`config.mk`:
```
export PLATFORM = sky130hd
export DESIGN_NAME = sr_config_sequencer
export DESIGN_NICKNAME = d
export VERILOG_FILES = /design/src/rtl/sr_seq_pkg.sv /design/src/rtl/sr_seq_timer.sv /design/src/rtl/sr_config_sequencer.sv
export SDC_FILE = /design/constraint.sdc
export NUM_CORES = 1
export LEC_CHECK = 0
export CAP_MARGIN = 20
export CORE_AREA = 2 2 276 278
export DETAILED_ROUTE_END_ITERATION = 16
export DIE_AREA = 0 0 278 280
export GPL_TIMING_DRIVEN = 0
export SLEW_MARGIN = 20
export SYNTH_ARGS = -nofsm -noshare
export SYNTH_HDL_FRONTEND = slang
export SYNTH_SLANG_ARGS = --single-unit
```
`constraint.sdc`:
```
create_clock -name clk_i -period 5.95 [get_ports clk_i]
set_input_delay 1.19 -clock clk_i [delete_from_list [all_inputs] [get_ports clk_i]]
set_output_delay 1.19 -clock clk_i [all_outputs]
set_load 0.02 [all_outputs]
```
`src/rtl/sr_seq_pkg.sv`:
```
// Shared state encoding for the shift-register configuration sequencer.
package sr_seq_pkg;

  localparam int unsigned StateWidth = 3;

  localparam logic [StateWidth-1:0] StIdleCode = 3'd0;
  localparam logic [StateWidth-1:0] StWr1Code  = 3'd1;
  localparam logic [StateWidth-1:0] StW1Code   = 3'd2;
  localparam logic [StateWidth-1:0] StWr2Code  = 3'd3;
  localparam logic [StateWidth-1:0] StW2Code   = 3'd4;
  localparam logic [StateWidth-1:0] StFinCode  = 3'd5;

  typedef enum logic [StateWidth-1:0] {
    StIdle = StIdleCode,
    StWr1  = StWr1Code,
    StW1   = StW1Code,
    StWr2  = StWr2Code,
    StW2   = StW2Code,
    StFin  = StFinCode
  } sr_seq_state_e;

endpackage

```
`src/rtl/sr_seq_timer.sv`:
```
// Valid-wait counter: cleared before each wait, counts while enabled, flags the last allowed cycle.
module sr_seq_timer #(
  parameter int unsigned TO_WIDTH = 16
) (
  input  logic                clk_i,
  input  logic                rst_ni,
  input  logic                clr_i,
  input  logic                en_i,
  input  logic [TO_WIDTH-1:0] limit_i,
  output logic                expired_o
);

  logic [TO_WIDTH-1:0] cnt_q, cnt_d;

  always_comb begin
    cnt_d = cnt_q;
    if (clr_i) begin
      cnt_d = '0;
    end else if (en_i) begin
      cnt_d = cnt_q + 1'b1;
    end
  end

  always_ff @(posedge clk_i or negedge rst_ni) begin
    if (!rst_ni) begin
      cnt_q <= '0;
    end else begin
      cnt_q <= cnt_d;
    end
  end

  // A zero limit disables the timeout entirely.
  assign expired_o = en_i && (limit_i != '0) && (cnt_q == limit_i - 1'b1);

endmodule

```
`src/rtl/sr_config_sequencer.sv`:
```
// Sequences one shift-register configuration write, with optional verify/retry.
// Define SR_SEQ_VERIFY_EN to build the second write, readback compare and retry logic.
module sr_config_sequencer
  import sr_seq_pkg::*;
#(
  parameter int unsigned WIDTH      = 170,
  parameter int unsigned TO_WIDTH   = 16,
  parameter int unsigned RTRY_WIDTH = 2
) (
  input  logic                  clk_i,
  input  logic                  rst_ni,
  input  logic                  cfg_valid_i,
  output logic                  cfg_ready_o,
  input  logic [WIDTH-1:0]      cfg_data_i,
  input  logic [RTRY_WIDTH-1:0] max_retry_i,
  input  logic [TO_WIDTH-1:0]   timeout_cycles_i,
  output logic                  sr_start_o,
  output logic [WIDTH-1:0]      sr_din_o,
  input  logic                  sr_valid_i,
  input  logic [WIDTH-1:0]      sr_dout_i,
  output logic [WIDTH-1:0]      old_cfg_o,
  output logic                  done_o,
  output logic                  pass_o,
  output logic                  err_timeout_o,
  output logic                  err_mismatch_o,
  output logic [RTRY_WIDTH-1:0] retry_cnt_o
);

  sr_seq_state_e state_q, state_d;
  logic [WIDTH-1:0] pat_q, pat_d;
  logic [WIDTH-1:0] old_q, old_d;
  logic pass_q, pass_d;
  logic err_to_q, err_to_d;
  logic tmr_clr, tmr_en, tmr_expired;

`ifdef SR_SEQ_VERIFY_EN
  logic [RTRY_WIDTH-1:0] retry_q, retry_d;
  logic [RTRY_WIDTH-1:0] max_retry_q, max_retry_d;
  logic err_mm_q, err_mm_d;
`else
  logic unused_max_retry;
  assign unused_max_retry = ^max_retry_i;
`endif

  sr_seq_timer #(
    .TO_WIDTH(TO_WIDTH)
  ) u_timer (
    .clk_i    (clk_i),
    .rst_ni   (rst_ni),
    .clr_i    (tmr_clr),
    .en_i     (tmr_en),
    .limit_i  (timeout_cycles_i),
    .expired_o(tmr_expired)
  );

  always_comb begin
    state_d    = state_q;
    pat_d      = pat_q;
    old_d      = old_q;
    pass_d     = pass_q;
    err_to_d   = err_to_q;
`ifdef SR_SEQ_VERIFY_EN
    retry_d     = retry_q;
    max_retry_d = max_retry_q;
    err_mm_d    = err_mm_q;
`endif
    sr_start_o = 1'b0;
    done_o     = 1'b0;
    tmr_clr    = 1'b0;
    tmr_en     = 1'b0;

    unique case (state_q)
      StIdle: begin
        if (cfg_valid_i) begin
          pat_d    = cfg_data_i;
          pass_d   = 1'b0;
          err_to_d = 1'b0;
`ifdef SR_SEQ_VERIFY_EN
          max_retry_d = max_retry_i;
          retry_d     = '0;
          err_mm_d    = 1'b0;
`endif
          state_d  = StWr1;
        end
      end
      StWr1: begin
        sr_start_o = 1'b1;
        tmr_clr    = 1'b1;
        state_d    = StW1;
      end
      StW1: begin
        tmr_en = 1'b1;
        // A valid in the timeout cycle still counts as a valid.
        if (sr_valid_i) begin
          old_d = sr_dout_i;
`ifdef SR_SEQ_VERIFY_EN
          state_d = StWr2;
`else
          pass_d  = 1'b1;
          state_d = StFin;
`endif
        end else if (tmr_expired) begin
          err_to_d = 1'b1;
          state_d  = StFin;
        end
      end
`ifdef SR_SEQ_VERIFY_EN
      StWr2: begin
        sr_start_o = 1'b1;
        tmr_clr    = 1'b1;
        state_d    = StW2;
      end
      StW2: begin
        tmr_en = 1'b1;
        if (sr_valid_i) begin
          if (sr_dout_i == pat_q) begin
            pass_d  = 1'b1;
            state_d = StFin;
          end else if (retry_q < max_retry_q) begin
            retry_d = retry_q + 1'b1;
            state_d = StWr2;
          end else begin
            err_mm_d = 1'b1;
            state_d  = StFin;
          end
        end else if (tmr_expired) begin
          err_to_d = 1'b1;
          state_d  = StFin;
        end
      end
`endif
      StFin: begin
        done_o  = 1'b1;
        state_d = StIdle;
      end
      default: state_d = StIdle;
    endcase
  end

  always_ff @(posedge clk_i or negedge rst_ni) begin
    if (!rst_ni) begin
      state_q  <= StIdle;
      pat_q    <= '0;
      old_q    <= '0;
      pass_q   <= 1'b0;
      err_to_q <= 1'b0;
`ifdef SR_SEQ_VERIFY_EN
      retry_q     <= '0;
      max_retry_q <= '0;
      err_mm_q    <= 1'b0;
`endif
    end else begin
      state_q  <= state_d;
      pat_q    <= pat_d;
      old_q    <= old_d;
      pass_q   <= pass_d;
      err_to_q <= err_to_d;
`ifdef SR_SEQ_VERIFY_EN
      retry_q     <= retry_d;
      max_retry_q <= max_retry_d;
      err_mm_q    <= err_mm_d;
`endif
    end
  end

  assign cfg_ready_o   = (state_q == StIdle);
  assign sr_din_o      = pat_q;
  assign old_cfg_o     = old_q;
  assign pass_o        = pass_q;
  assign err_timeout_o = err_to_q;
`ifdef SR_SEQ_VERIFY_EN
  assign retry_cnt_o    = retry_q;
  assign err_mismatch_o = err_mm_q;
`else
  assign retry_cnt_o    = '0;
  assign err_mismatch_o = 1'b0;
`endif

endmodule

```
---- Yosys cells after proc, flatten, opt, wreduce, memory -nomap -nowiden ----
Index checks and enable logic that the tools add are counted.
operators by class
  $add $sub $neg .......................... 2
  $mul .................................... 0
  div/mod/pow operators ................... 0
  $lt $le $gt $ge ......................... 0
  equal/unequal tests ..................... 9
  shift-type cells ........................ 0
  multiplexer cells ....................... 15
  bitwise logic cells ..................... 0
  reduce and logical (&&, ||, !) cells .... 11
operators with widths
  cell                                                                    number
  16-bit two-way mux                                                      2
  16-bit by 1-bit adder with 16-bit output (second input constant)        1
  16-bit equality test                                                    1
  16-bit nonzero test                                                     1
  16-bit by 1-bit subtractor with 16-bit output (second input constant)   1
  3-bit two-way mux                                                       3
  3-bit one-hot mux with 3 select lines                                   1
  2-bit != test (second input constant)                                   4
  1-bit two-way mux                                                       7
  2-bit AND reduction                                                     3
  1-bit one-hot mux with 2 select lines                                   2
  4-bit AND reduction                                                     1
  2-bit nonzero test                                                      2
  3-bit by 1-bit equality test with 1-bit output (second input constant)  1
  3-bit by 2-bit equality test with 1-bit output (second input constant)  1
  3-bit equality test (second input constant)                             1
  3-bit logical NOT                                                       1
  3-bit != test (second input constant)                                   1
  3-bit AND reduction                                                     1
  1-bit logical AND                                                       2
word-level totals
  flip-flop bits (word level) ............. 361
  latch bits .............................. 0
  memory bits (writable) .................. 0
  memory bits (read-only) ................. 0
  input bits .............................. 362
  logic and storage cells ................. 43
  memories ................................ 0

---- Logic depth before layout (Yosys ltp) ----
  word-level depth ........................ 7
  depth in mapped cells ................... 9

---- Cells and area by module ----
A second synthesis with hierarchy kept.
second synthesis, totals
  cell total of the unflattened synthesis .. 913
  area, all modules ....................... 14,460.1 sq um
by module, submodules not included
  module               times used  cells each  area an instance (sq um)  sequential area each (sq um)
  sr_config_sequencer  1           749         13,080.0                  8,633.3
  sr_seq_timer         1           164         1,380.1                   400.4

---- Worst setup path before layout ----
Ideal clock, no wire load.
  path type ............................... input to register
  start point ............................. input port timeout_cycles_i[2]
  end point ............................... register state_q[1]
  data arrival time ....................... 2.766 ns
  required time ........................... 5.825 ns
  path slack .............................. 3.059 ns
  stages .................................. 8
  path buffers ............................ 2
  cell sequence ........................... buf_6 > or3_4 > buf_6 > or4_4 > a21oi_2 > o21a_1 > nor4bb_1 > nor2_1
between the ends
  longest elaborated chain between the ends .. 5
RTL lines
  element                                                                               RTL line                    source
  start: declaration                                                                    sr_config_sequencer.sv:16   input logic [TO_WIDTH-1:0] timeout_cycles_i,
  16-bit by 1-bit subtractor with 16-bit output or 16-bit nonzero test (tied branches)  sr_seq_timer.sv:33          assign expired_o = en_i && (limit_i != '0) && (cnt_q == limit_i - 1'b1);
  16-bit equality test or 1-bit logical AND (tied branches)                             sr_seq_timer.sv:33
  1-bit logical AND (*)                                                                 sr_seq_timer.sv:33
  3-bit != test (no source line) (*)                                                    n/a
  2-bit AND reduction (no source line) (*)                                              n/a
  end signal: assignment                                                                sr_config_sequencer.sv:142  state_q <= StIdle;
  end signal: assignment                                                                sr_config_sequencer.sv:153  state_q <= state_d;
  end: declaration                                                                      sr_config_sequencer.sv:29   sr_seq_state_e state_q, state_d;
Mark *: on every way between the ends. The rest lies on a longest branch, timed or not.
A chain may end at the register's enable or synchronous reset.

---- Worst setup path after layout ----
  start point ............................. register state_q[0]
  end point ............................... output port sr_start_o
between the ends
  longest elaborated chain between the ends .. 2
RTL lines
  element                                         RTL line                   source
  3-bit by 1-bit equality test with 1-bit output  sr_config_sequencer.sv:72  unique case (state_q)
  1-bit two-way mux                               sr_config_sequencer.sv:72
  end: declaration                                sr_config_sequencer.sv:17  output logic sr_start_o,
No other way between the ends.

==> impl_metrics.ini <==
[clock_tree]
cts_buffers = 43
htree_levels = 2
cts_resized = 0
clkSlewWorstSetupHoldPaths_ns = 0.06
clock_sinks = 361
cts_hold_buf = 0
insertion_delay_ns = 0.55
ctsLongestPathBuffers = 3
cts_root_buf = clkbuf_16
cts_tree = built
cts_post_setup_buffers_inserted = 0

[cells_and_area]
seqCellArea_sq_um = 9030
layoutNonFillerInstCount = 2682
fin_nets = 2037
fillCellCount = 7438
multiInputGateArea_sq_um = 4930
area_growth_syn_to_layout_pct = 69.0
layout-drive-gt1-share_pct = 26.7

[global_route]
grt_pass1_vias = 11623
grt_pass1_wl_um = 72100
grt_util_all_layers_pct = 12.1
overflow = 0
antenna_found_initial = 1
grt_max_degree = 99

[worst_setup_path]
slowest_stage = clkdlybuf4s50_1
end_kind = output port
cpLargestDelayFamily = buffers and inverters
required_ns = 4.76
cp-start-kind = flip-flop
reg2regPathDepth = 7
crit_fanout = 6
crit_buf_inv = 2
cp_slowest_stage_delay_ns = 0.67
cp.depth = 3
worstSetupPathType = reg -> out
crit_arrival_ns = 2.39
path_cells = or3b_2 > inv_1 > clkdlybuf4s50_1

[synth]
synth.area.top_cells = dfrtp_1 (63%), mux2_2 (26%), buf_2 (0.91%)
seq_area_frac_synth_pct = 63.3
synth-seq-cells = 361
syn_area_per_cell_sq_um = 15.5
synth_edf_count = 0
yosysTopAreaCellShare_pct = 63.3
synth.cells.most_frequent = dfrtp_1 (361), mux2_2 (332), buf_2 (26)
ys_types = 60
synthesis.area_sq_um = 14300
yosysWarnings = 0
synth_top_area_cell = dfrtp_1
synth.most_common_cell = dfrtp_1
synthArstFlopShare_pct = 100
synth_cells = 920
synth_ff_type = dfrtp_1

[sta]
fin_skew_ns = 0.0125
slew_headroom_pct = 36.9
setup_viol_count_final = 0
fin_crit_ns = 3.58
fin_crit_sh_pct = 60.2
final_hold_viol_count = 0
tightest_slew_ns = 0.947
rsz0062_at_grt = no
clock.fmax_ghz = 0.279
setup_ws_ns = 2.37
maxSlewViolCount = 0

[placement]
place_congestion = 0.824
dp.cells = 2606
port_buffers = 703
post-place-ws_ns = 1.94
dp_hpwl_um = 38600

[pwr]
leakage_nw = 9.67
vdd_drop_max_v = 0.000334
finalPower_mw = 14.0
power_density_nw_per_um2 = 579

[floorplan]
io_pins = 710
coreArea_sq_um = 75200
std_cell_rows = 101
start_util_pct = 19.0
die_w_um = 278
dieArea_sq_um = 77800
dieHeight_um = 280

[drt]
wl_per_cell_um = 18.3
final_antenna_net_count = 0
dr.pass1.iters = 4
vias = 10526
dr.first_iter.drc_count = 293
avgViaCountPerCell = 3.92
wirelength_um = 49000
drcViolationCount = 0

[outcome]
status = finished clean

[hold_path]
hold_depth = 1
min_path_type = reg -> reg

[flow_run]
drv_cap = 0
layout make-up:
class,count,area share (%)
antenna,2,0.0208
sequential,361,37.5
clock buffer,60,5.15
buffer,47,1.17
clock inverter,14,0.986
inverter,6,0.0935
multi-input combinational,508,20.5
tap,978,5.08
timing repair buffer,706,29.6
routing by layer:
| metal | vias to the layer above | global-route usage [%] | wire length, um |
|---|---|---|---|
| met5 | - | 0 | 8 |
| met3 | 85 | 3.56 | 3360 |
| met4 | 2 | 3.88 | 1380 |
| met2 | 403 | 22.1 | 25900 |
| li1 | 4799 | - | - |
| met1 | 5237 | 13.5 | 18300 |
power by group:
| part | leakage (nW) | switching (mW) | total (mW) | internal (mW) |
|---|---|---|---|---|
| registers | 4.30 | 0.693 | 4.38 | 3.69 |
| logic | 4.65 | 3.22 | 6.83 | 3.61 |
| clock network | 0.724 | 1.04 | 2.75 | 1.71 |
| total | 9.67 | 4.95 | 14.0 | 9.01 |
layout by cell type, fill, tap and decap left out, types with 11 or more instances in the layout:
cell type        count
clkdlybuf4s50_1    702
dfrtp_1            361
mux2_2             332
clkbuf_16           43
buf_2               26
nor2_1              17
nand2_1             17
o21ai_0             16
nand3_1             14
clkbuf_1            13
xnor2_1             12
clkbuf_8            11
buf_4               11
kinds of logic (layout without fill, tap and decap cells):
kind of cell | after synthesis | count (layout) | synth area share (%)
AOI/OAI and AO/OA | 46 | 46 | 2.32
xor gates and xnor gates | 19 | 19 | 1.17
adders and majority gates | 2 | 2 | 0.175
buffers and inverters | 53 | 833 | 2.14
DFF | 361 | 361 | 63.3
muxes | 343 | 343 | 27.1
other | 1 | 5 | 0.0263
and+or+nand+nor | 95 | 95 | 3.77
worst paths after layout:
path / start / end / slack (ns)
setup / recovery: state_q[0] / sr_start_o / 2.37
hold / removal: old_cfg_o[162] / old_cfg_o[162] / 0.49
setup reg to reg: state_q[0] / old_cfg_o[114] / 2.96
hold reg to reg: old_cfg_o[162] / old_cfg_o[162] / 0.49
max in group asynchronous: rst_ni / sr_din_o[71] / 3.88
min in group asynchronous: rst_ni / old_cfg_o[107] / 0.62
flip-flops by register name, indices dropped and copies added, names as in the netlist:
register / flops
state_q: 3
sr_din_o: 170
u_timer.cnt_q: 16
err_timeout_o: 1
pass_o: 1
old_cfg_o: 170
through the flow:
stage | instance area, sq um | TNS, ns | util, % | hold WS (ns)
floorplan | 14300 | 0 | - | 0.496
global placement | 22500 | -4311.89 | 30.0 | 0.472
detailed placement | 22600 | 0 | 30.1 | 0.479
CTS | 24100 | 0 | 32.0 | 0.492
global route | 24100 | 0 | 32.0 | 0.506
finish | 24100 | 0 | 32.1 | 0.487
Note: power is estimated with default switching activity, not from simulation.
